==> config.mk <==
export PLATFORM = sky130hd
export DESIGN_NAME = keccak_nonce_sweeper_flat
export DESIGN_NICKNAME = d
export VERILOG_FILES = /design/src/rtl/keccak_miner_pkg.sv /design/src/rtl/keccak_nonce_sweeper_if.sv /design/src/rtl/keccak_nonce_sweeper_fifo.sv /design/src/rtl/keccak_nonce_sweeper.sv /design/src/flat_wrapper.sv
export SDC_FILE = /design/constraint.sdc
export NUM_CORES = 2
export LEC_CHECK = 0
export BUFFER_PORTS_ARGS = -buffer_cell sky130_fd_sc_hd__clkbuf_2
export CORE_AREA = 4 4 554 556
export CTS_BUF_LIST = sky130_fd_sc_hd__clkbuf_2 sky130_fd_sc_hd__clkbuf_4 sky130_fd_sc_hd__clkbuf_8
export CTS_CLUSTER_SIZE = 20
export DETAILED_ROUTE_END_ITERATION = 7
export DIE_AREA = 0 0 558 560
export PLACE_DENSITY = 0.55
export REMOVE_ABC_BUFFERS = 1
export SLEW_MARGIN = 0
export SYNTH_ARGS = -nofsm -noshare
export SYNTH_HDL_FRONTEND = slang
export SYNTH_SLANG_ARGS = --single-unit
==> constraint.sdc <==
create_clock -name clk -period 3 [get_ports clk]
set_input_delay 0.45 -clock clk [delete_from_list [all_inputs] [get_ports clk]]
set_output_delay 0.45 -clock clk [all_outputs]
set_load 0.005 [all_outputs]
==> src/rtl/keccak_miner_pkg.sv <==
// Shared widths and sweep-state encoding for the keccak nonce sweeper slice.
package keccak_miner_pkg;
  localparam int unsigned HDR_W    = 608;
  localparam int unsigned NONCE_W  = 32;
  localparam int unsigned TARGET_W = 32;

  typedef enum logic [1:0] {
    ST_IDLE,
    ST_SWEEP,
    ST_DRAIN,
    ST_DONE
  } sweep_state_e;
endpackage

==> src/rtl/keccak_nonce_sweeper_if.sv <==
// Host-side bundle: work offer handshake in, golden-nonce handshake out.
// master = host/UART side, slave = sweeper.
interface keccak_nonce_sweeper_if;
  import keccak_miner_pkg::*;

  logic                work_valid;
  logic                work_ready;
  logic [HDR_W-1:0]    work_header;
  logic [TARGET_W-1:0] work_target;
  logic [NONCE_W-1:0]  work_nstart;
  logic [NONCE_W-1:0]  work_nend;
  logic                gn_valid;
  logic                gn_ready;
  logic [NONCE_W-1:0]  gn_nonce;

  modport master (
    output work_valid, work_header, work_target, work_nstart, work_nend, gn_ready,
    input  work_ready, gn_valid, gn_nonce
  );

  modport slave (
    input  work_valid, work_header, work_target, work_nstart, work_nend, gn_ready,
    output work_ready, gn_valid, gn_nonce
  );
endinterface

==> src/rtl/keccak_nonce_sweeper_fifo.sv <==
// gn_fifo: synchronous first-word-fall-through FIFO for golden nonces.
// A push while full is accepted only if a pop happens in the same cycle.
module gn_fifo
  import keccak_miner_pkg::*;
#(
  parameter int unsigned WIDTH = NONCE_W,
  parameter int unsigned DEPTH = 4
) (
  input  logic             clk,
  input  logic             rst_n,
  input  logic             push,
  input  logic [WIDTH-1:0] din,
  input  logic             pop,
  output logic [WIDTH-1:0] dout,
  output logic             full,
  output logic             empty
);
  localparam int unsigned AW = $clog2(DEPTH);

  logic [WIDTH-1:0] mem [DEPTH];
  logic [AW:0]      wr_ptr;
  logic [AW:0]      rd_ptr;
  logic             do_push;
  logic             do_pop;

  assign empty   = (wr_ptr == rd_ptr);
  assign full    = (wr_ptr[AW] != rd_ptr[AW]) && (wr_ptr[AW-1:0] == rd_ptr[AW-1:0]);
  assign do_pop  = pop && !empty;
  assign do_push = push && (!full || do_pop);
  assign dout    = mem[rd_ptr[AW-1:0]];

  // Pointer update; extra MSB distinguishes full from empty.
  always_ff @(posedge clk) begin
    if (!rst_n) begin
      wr_ptr <= '0;
      rd_ptr <= '0;
    end else begin
      if (do_push) wr_ptr <= wr_ptr + (AW+1)'(1);
      if (do_pop)  rd_ptr <= rd_ptr + (AW+1)'(1);
    end
  end

  // Storage write; contents need no reset since empty masks them.
  always_ff @(posedge clk) begin
    if (do_push) mem[wr_ptr[AW-1:0]] <= din;
  end
endmodule

==> src/rtl/keccak_nonce_sweeper.sv <==
// keccak_nonce_sweeper: drives the free-running keccak core with one nonce per
// clock over an inclusive (mod 2^32) range and realigns gn_match to its nonce.
// Optional feature: define KECCAK_HASH_CNT_EN to add a saturating hash_cnt output.
module keccak_nonce_sweeper
  import keccak_miner_pkg::*;
#(
  parameter int unsigned CORE_LATENCY = 67,
  parameter int unsigned FIFO_DEPTH   = 4
) (
  input  logic                clk,
  input  logic                rst_n,
  keccak_nonce_sweeper_if.slave bus,
  input  logic                abort,
  output logic [HDR_W-1:0]    core_header,
  output logic [NONCE_W-1:0]  core_nonce,
  output logic [TARGET_W-1:0] core_target,
  input  logic                core_match,
  output logic                busy,
  output logic                done,
  output logic                overflow
`ifdef KECCAK_HASH_CNT_EN
  ,
  output logic [47:0]         hash_cnt
`endif
);
  localparam int unsigned DC_W = $clog2(CORE_LATENCY + 1);

  sweep_state_e       state;
  sweep_state_e       state_next;
  logic [NONCE_W-1:0] job_nend;
  logic [DC_W-1:0]    drain_cnt;
  logic               accept;
  logic               flush;
  logic               sweeping;
  logic               last_nonce;

  logic [CORE_LATENCY-1:0] dl_live;
  logic [NONCE_W-1:0]      dl_nonce [CORE_LATENCY];

  logic fifo_push;
  logic fifo_pop;
  logic fifo_full;
  logic fifo_empty;

  assign bus.work_ready = (state == ST_IDLE) || (state == ST_DONE);
  assign busy           = (state == ST_SWEEP) || (state == ST_DRAIN);
  assign done           = (state == ST_DONE);
  assign sweeping       = (state == ST_SWEEP);
  assign last_nonce     = (core_nonce == job_nend);

  // Next-state decode; flush kills every in-flight live tag on abort or new work.
  always_comb begin
    state_next = state;
    accept     = 1'b0;
    flush      = 1'b0;
    unique case (state)
      ST_IDLE, ST_DONE: begin
        if (bus.work_valid) begin
          state_next = ST_SWEEP;
          accept     = 1'b1;
          flush      = 1'b1;
        end
      end
      ST_SWEEP: begin
        if (abort) begin
          state_next = ST_IDLE;
          flush      = 1'b1;
        end else if (last_nonce) begin
          state_next = ST_DRAIN;
        end
      end
      ST_DRAIN: begin
        if (abort) begin
          state_next = ST_IDLE;
          flush      = 1'b1;
        end else if (drain_cnt == DC_W'(CORE_LATENCY - 1)) begin
          state_next = ST_DONE;
        end
      end
      default: state_next = ST_IDLE;
    endcase
  end

  // State register.
  always_ff @(posedge clk) begin
    if (!rst_n) state <= ST_IDLE;
    else        state <= state_next;
  end

  // Job latch and nonce counter; the counter only advances while the sweep continues.
  always_ff @(posedge clk) begin
    if (!rst_n) begin
      core_header <= '0;
      core_target <= '0;
      core_nonce  <= '0;
      job_nend    <= '0;
    end else if (accept) begin
      core_header <= bus.work_header;
      core_target <= bus.work_target;
      core_nonce  <= bus.work_nstart;
      job_nend    <= bus.work_nend;
    end else if (sweeping && (state_next == ST_SWEEP)) begin
      core_nonce  <= core_nonce + NONCE_W'(1);
    end
  end

  // Drain timer: counts cycles spent in DRAIN.
  always_ff @(posedge clk) begin
    if (!rst_n || (state != ST_DRAIN)) drain_cnt <= '0;
    else                               drain_cnt <= drain_cnt + DC_W'(1);
  end

  // Live tags of the delay line; entry CORE_LATENCY-1 lines up with core_match.
  always_ff @(posedge clk) begin
    if (!rst_n || flush) begin
      dl_live <= '0;
    end else begin
      dl_live[0] <= sweeping;
      for (int unsigned i = 1; i < CORE_LATENCY; i++) dl_live[i] <= dl_live[i-1];
    end
  end

  // Nonce payload of the delay line; validity is carried entirely by dl_live.
  always_ff @(posedge clk) begin
    dl_nonce[0] <= core_nonce;
    for (int unsigned i = 1; i < CORE_LATENCY; i++) dl_nonce[i] <= dl_nonce[i-1];
  end

  assign fifo_push    = core_match && dl_live[CORE_LATENCY-1];
  assign fifo_pop     = bus.gn_valid && bus.gn_ready;
  assign bus.gn_valid = !fifo_empty;

  gn_fifo #(
    .WIDTH (NONCE_W),
    .DEPTH (FIFO_DEPTH)
  ) u_gn_fifo (
    .clk   (clk),
    .rst_n (rst_n),
    .push  (fifo_push),
    .din   (dl_nonce[CORE_LATENCY-1]),
    .pop   (fifo_pop),
    .dout  (bus.gn_nonce),
    .full  (fifo_full),
    .empty (fifo_empty)
  );

  // Sticky overflow; a drop in the same cycle as new work still sets it.
  always_ff @(posedge clk) begin
    if (!rst_n)                                  overflow <= 1'b0;
    else if (fifo_push && fifo_full && !fifo_pop) overflow <= 1'b1;
    else if (accept)                              overflow <= 1'b0;
  end

`ifdef KECCAK_HASH_CNT_EN
  // Saturating count of live nonces issued to the core.
  always_ff @(posedge clk) begin
    if (!rst_n)                         hash_cnt <= '0;
    else if (sweeping && hash_cnt != '1) hash_cnt <= hash_cnt + 48'd1;
  end
`endif
endmodule

==> src/flat_wrapper.sv <==
// flat-port wrapper written by rule: the top's interface ports become plain ports
module keccak_nonce_sweeper_flat import keccak_miner_pkg::*;
#(
  parameter int unsigned CORE_LATENCY = 67,
  parameter int unsigned FIFO_DEPTH   = 4
)
  (clk, rst_n, abort, core_header, core_nonce, core_target, core_match, busy, done, overflow, bus_work_valid, bus_work_header, bus_work_target, bus_work_nstart, bus_work_nend, bus_gn_ready, bus_work_ready, bus_gn_valid, bus_gn_nonce);
  keccak_nonce_sweeper_if bus_i ();
  input  logic clk;
  input  logic rst_n;
  input  logic abort;
  output logic [HDR_W-1:0] core_header;
  output logic [NONCE_W-1:0] core_nonce;
  output logic [TARGET_W-1:0] core_target;
  input  logic core_match;
  output logic busy;
  output logic done;
  output logic overflow;
  input wire logic [$bits(bus_i.work_valid)-1:0] bus_work_valid;
  input wire logic [$bits(bus_i.work_header)-1:0] bus_work_header;
  input wire logic [$bits(bus_i.work_target)-1:0] bus_work_target;
  input wire logic [$bits(bus_i.work_nstart)-1:0] bus_work_nstart;
  input wire logic [$bits(bus_i.work_nend)-1:0] bus_work_nend;
  input wire logic [$bits(bus_i.gn_ready)-1:0] bus_gn_ready;
  output wire logic [$bits(bus_i.work_ready)-1:0] bus_work_ready;
  output wire logic [$bits(bus_i.gn_valid)-1:0] bus_gn_valid;
  output wire logic [$bits(bus_i.gn_nonce)-1:0] bus_gn_nonce;
  assign bus_i.work_valid = bus_work_valid;
  assign bus_i.work_header = bus_work_header;
  assign bus_i.work_target = bus_work_target;
  assign bus_i.work_nstart = bus_work_nstart;
  assign bus_i.work_nend = bus_work_nend;
  assign bus_i.gn_ready = bus_gn_ready;
  assign bus_work_ready = bus_i.work_ready;
  assign bus_gn_valid = bus_i.gn_valid;
  assign bus_gn_nonce = bus_i.gn_nonce;
  keccak_nonce_sweeper #(.CORE_LATENCY(CORE_LATENCY), .FIFO_DEPTH(FIFO_DEPTH)) u_core (.clk(clk), .rst_n(rst_n), .bus(bus_i), .abort(abort), .core_header(core_header), .core_nonce(core_nonce), .core_target(core_target), .core_match(core_match), .busy(busy), .done(done), .overflow(overflow));
endmodule
==> summary.md <==
| Metric | Value |
|---|---|
| Number of antenna violations at the first check in global routing | 58 |
| Largest net degree at the start of global routing | 165 |
| Mux share of post-synthesis cell area | 0.00978 |
| Total routing resource utilization after global routing | 0.135 |
| Vias in the first global route | between 50000 and 60000 |
| Area contributors post-synth | sky130_fd_sc_hd__dfxtp_1, sky130_fd_sc_hd__nand2_1, sky130_fd_sc_hd__a21boi_0 |
| Number of pins exceeding their max-slew limit in the final report | 0 |
| Synth top cells by count | sky130_fd_sc_hd__dfxtp_1, sky130_fd_sc_hd__nand2_1, sky130_fd_sc_hd__a21boi_0, sky130_fd_sc_hd__clkbuf_1, sky130_fd_sc_hd__edfxtp_1 |
| Gate count after technology mapping | roughly 5700 |
| Hold violation count in the final report | 0 |
| Die Ht | roughly 560 um |
| Xor-xnor portion of the synthesized cell area | 0.00764 |
| Overall power | a little under 90000 uW |
| CP max stage cell | sky130_fd_sc_hd__dlygate4sd3_1 |
| Final nets | 9157 |
| Yosys top cell by area | sky130_fd_sc_hd__dfxtp_1 |
| Port bufs | around 1400 |
| Congestion Overflow GR | 0 |
| Final Worst Setup Slack | approximately 0.12 ns |
| Row count | a little over 200 |
| Horizontal die dimension | between 500 and 600 um |
| Top-area cell type share of the netlist area | 0.765 |
| Violation count after the first detailed-routing iteration | between 2000 and 2500 |
| Share of layout cells above drive strength 1 | 0.280 |
| Worst clock skew | between 0.06 and 0.07 ns |
| Clock transition time at the flip-flop clock pins of the worst setup and hold paths | approximately 0.06 ns |
| Deepest clock path buffer count | 4 |
| Die Area | between 300000 and 400000 um^2 |
| Category of the critical setup timing path | reg -> reg |
| Critical path startpoint category | flop |
| TritonCTS clock tree | built |
| Detailed Routing Iterations Pass 1 | 7 |
| Compound-cell area share of the yosys netlist | 0.0707 |
| Count of yosys warnings during synthesis | 0 |
| Main combinational cell family by area after synthesis | simple AND/OR/NAND/NOR gates |
| Starting Density | 0.254 |
| Worst min-delay path class | in -> reg |
| Top_reg_cell synth | sky130_fd_sc_hd__dfxtp_1 |
| Share of the cycle needed by the critical path after routing | 0.961 |
| Peak fanout along the critical path | 46 |
| Number of vias in the routed layout | a little under 50000 |
| Via-per-instance ratio | about 3.8 |
| DR WL/cell | ~17 um |
| Outcome | completed |
| Cell Count Post-Placement | about 11000 |
| Residual DRC count | 0 |
| Cells traversed along the worst timing path | inv_1, ha_1, and2_4, buf_12, buf_16, buf_16, nand2_1, a21boi_0, dlygate4sd3_1 |
| I/O pin count | 1419 |
| Dominant cell by count in the synthesized netlist | sky130_fd_sc_hd__dfxtp_1 |
| Placed wire-length estimate | 150000 um |
| Final setup fails | 0 |
| Clock insertion delay at the later pin of the skew report | roughly 1.1 ns |
| Synthesized area per cell | approximately 13 um^2 |
| Required time at the worst-slack endpoint | 3.95 ns |
| Hold Slack | just over 0.2 ns |
| H-tree Lvls | 6 |
| Cell family with most CP delay | buffers and inverters |
| Achievable clock frequency | between 0.3 and 0.4 GHz |
| Headroom to the max-slew limit | 0.267 |
| Share of synthesized cell area in full adder, half adder and majority cells | 0.00179 |
| Worst path most repeated cell | sky130_fd_sc_hd__buf_16 |
| Placeable Area | roughly 300000 um^2 |
| Leak | 0.0459 uW |
| Worst slack after detailed placement | 0.512 ns |
| Slew at the pin closest to its max-slew limit | about 1.1 ns |
| Number of buffers inserted during clock tree synthesis | about 530 |
| Maximum Capacitance Violations | 0 |
| Number of enable-type register cells in the synthesized netlist | 128 |
| Final wirelength | about 220000 um |
| CTS root buf | sky130_fd_sc_hd__clkbuf_8 |
| Synth-to-Final Area Change | 42.6% |
| First-pass GRT wire length | roughly 320000 um |
| Final weighted congestion in routability-driven placement | slightly below 0.9 |
| Sequential area share after synthesis | 0.815 |
| Worst Path Arrival | between 3 and 4 ns |
| Fin crit period | approximately 2.9 ns |
| Power Dens Cells | between 700 and 800 nW/um^2 |
| Share of synthesized registers carrying an async set or reset | 0 |
| VDD IR-drop max | 0.416 mV |
| Unrepaired setup endpoints after global routing | yes |
| Crit. End Element | flop |
| Largest incremental delay on the critical path | 0.62 ns |
| Sink count of the clock tree | 3061 |
| Simple-gate share of the synthesized area | 0.0823 |
| Post-synth design cell area | about 77000 um^2 |
| Final Instance Count excl. Fillers | 12800 |
| Critical path buffers and inverters | 5 |
| Number of distinct standard cells referenced by the synthesized netlist | 44 |
| Number of storage elements in the synthesis netlist | between 3000 and 4000 |
| Final antenna-violating net count | 0 |
state kept, by name, summed over array words and instances (netlist names), named ones only:
name,flops
u_core.u_gn_fifo.wr_ptr,3
u_core.core_target,32
u_core.state,2
u_core.u_gn_fifo.mem,128
u_core.core_header,608
u_core.drain_cnt,7
u_core.u_gn_fifo.rd_ptr,3
u_core.dl_nonce,2144
u_core.job_nend,32
u_core.core_nonce,32
u_core.overflow,1
u_core.dl_live,67
placed cells by master, fill, tap and decap left out, types with 17 or more instances in the layout:
cell type and count:
sky130_fd_sc_hd__clkbuf_4 149, sky130_fd_sc_hd__inv_6 17, sky130_fd_sc_hd__clkinv_2 46, sky130_fd_sc_hd__dlygate4sd3_1 909
sky130_fd_sc_hd__xnor2_1 44, sky130_fd_sc_hd__mux4_2 32, sky130_fd_sc_hd__and2_1 79, sky130_fd_sc_hd__nor2_1 19
sky130_fd_sc_hd__a21oi_1 17, sky130_fd_sc_hd__edfxtp_1 128, sky130_fd_sc_hd__xor2_1 23, sky130_fd_sc_hd__and3_1 18
sky130_fd_sc_hd__nand3_1 28, sky130_fd_sc_hd__nand2_1 1371, sky130_fd_sc_hd__buf_4 70, sky130_fd_sc_hd__buf_12 22
sky130_fd_sc_hd__dfxtp_1 2931, sky130_fd_sc_hd__clkbuf_8 644, sky130_fd_sc_hd__a21boi_0 674, sky130_fd_sc_hd__nand4_1 22
sky130_fd_sc_hd__clkbuf_2 1415, sky130_fd_sc_hd__diode_2 37, sky130_fd_sc_hd__o21ai_0 30
power breakdown:
group / leakage [uW] / switching (uW) / internal (uW)
Sequential: 0.0250 / 677 / 43300
Clock: 0.00596 / 16500 / 22500
Combinational: 0.0149 / 2410 / 2140
per-layer routing:
metal,vias up,global-route usage,routed length (um)
met2,1940,0.230,105000
met1,22600,0.139,80500
met4,28,0.0957,17100
met5,-,0,170
li1,24000,-,-
met3,595,0.0440,17600
layout make-up:
type / instances / area (um^2)
diodes: 37 / 92.6
clock buffers: 793 / 9980
clock inverters: 127 / 1310
fillers: 29100 / 192000
inverters: 7 / 26.3
multi-input cells: 2414 / 13300
flip-flops and latches: 3061 / 62600
well taps: 3978 / 4980
repair buffers: 2426 / 17300
worst reg2reg max path: cells and delay by family, from the launching register on:
family | cells | cell delay (ns)
AND/OR/NAND/NOR | 2 | 0.33
buffers and inverters | 5 | 1.53
AO/OA/AOI/OAI | 1 | 0.23
adder cells (fa/ha/maj) | 1 | 0.36
flip-flops | 1 | 0.38
through the flow:
step / utilization / setup TNS (ns) / instance area [um^2]
finish: 0.363 / 0 / 110000
global route: 0.363 / -0.0864 / 110000
CTS: 0.362 / -0.307 / 109000
detailed placement: 0.294 / 0 / 88900
global placement: 0.294 / 0 / 88900
floorplan: - / -7637.39 / 75800
logic make-up (layout without fill, tap and decap cells):
family                   after synthesis  after routing
flip-flops                          3061           3061
multiplexers                          35             35
AND/OR/NAND/NOR                     1565           1565
other                                  0             37
adder cells (fa/ha/maj)               11             11
buffers and inverters                264           3353
XOR/XNOR                              67             67
AO/OA/AOI/OAI                        736            736
worst paths after layout:
path                                             start                      end  slack, ns  cells past startpoint
worst max-delay path                   u_core.state[0]  u_core.core_header[415]       0.12                      9
worst min-delay path                bus_work_header[7]    u_core.core_header[7]       0.21                      4
worst max register to register         u_core.state[0]  u_core.core_header[415]       0.12                      9
worst min register to register  u_core.dl_nonce[6][22]   u_core.dl_nonce[7][22]       0.26                      0
repair_timing:
item                                    CTS  global route
endpoints found under the hold margin   781             0
resized for setup                         3             7
hold buffers                            909             0
gates cloned                              1             2
endpoints found under the setup margin   11            62
buffers inserted                          0             2
Power figures use the tool's default switching activity.
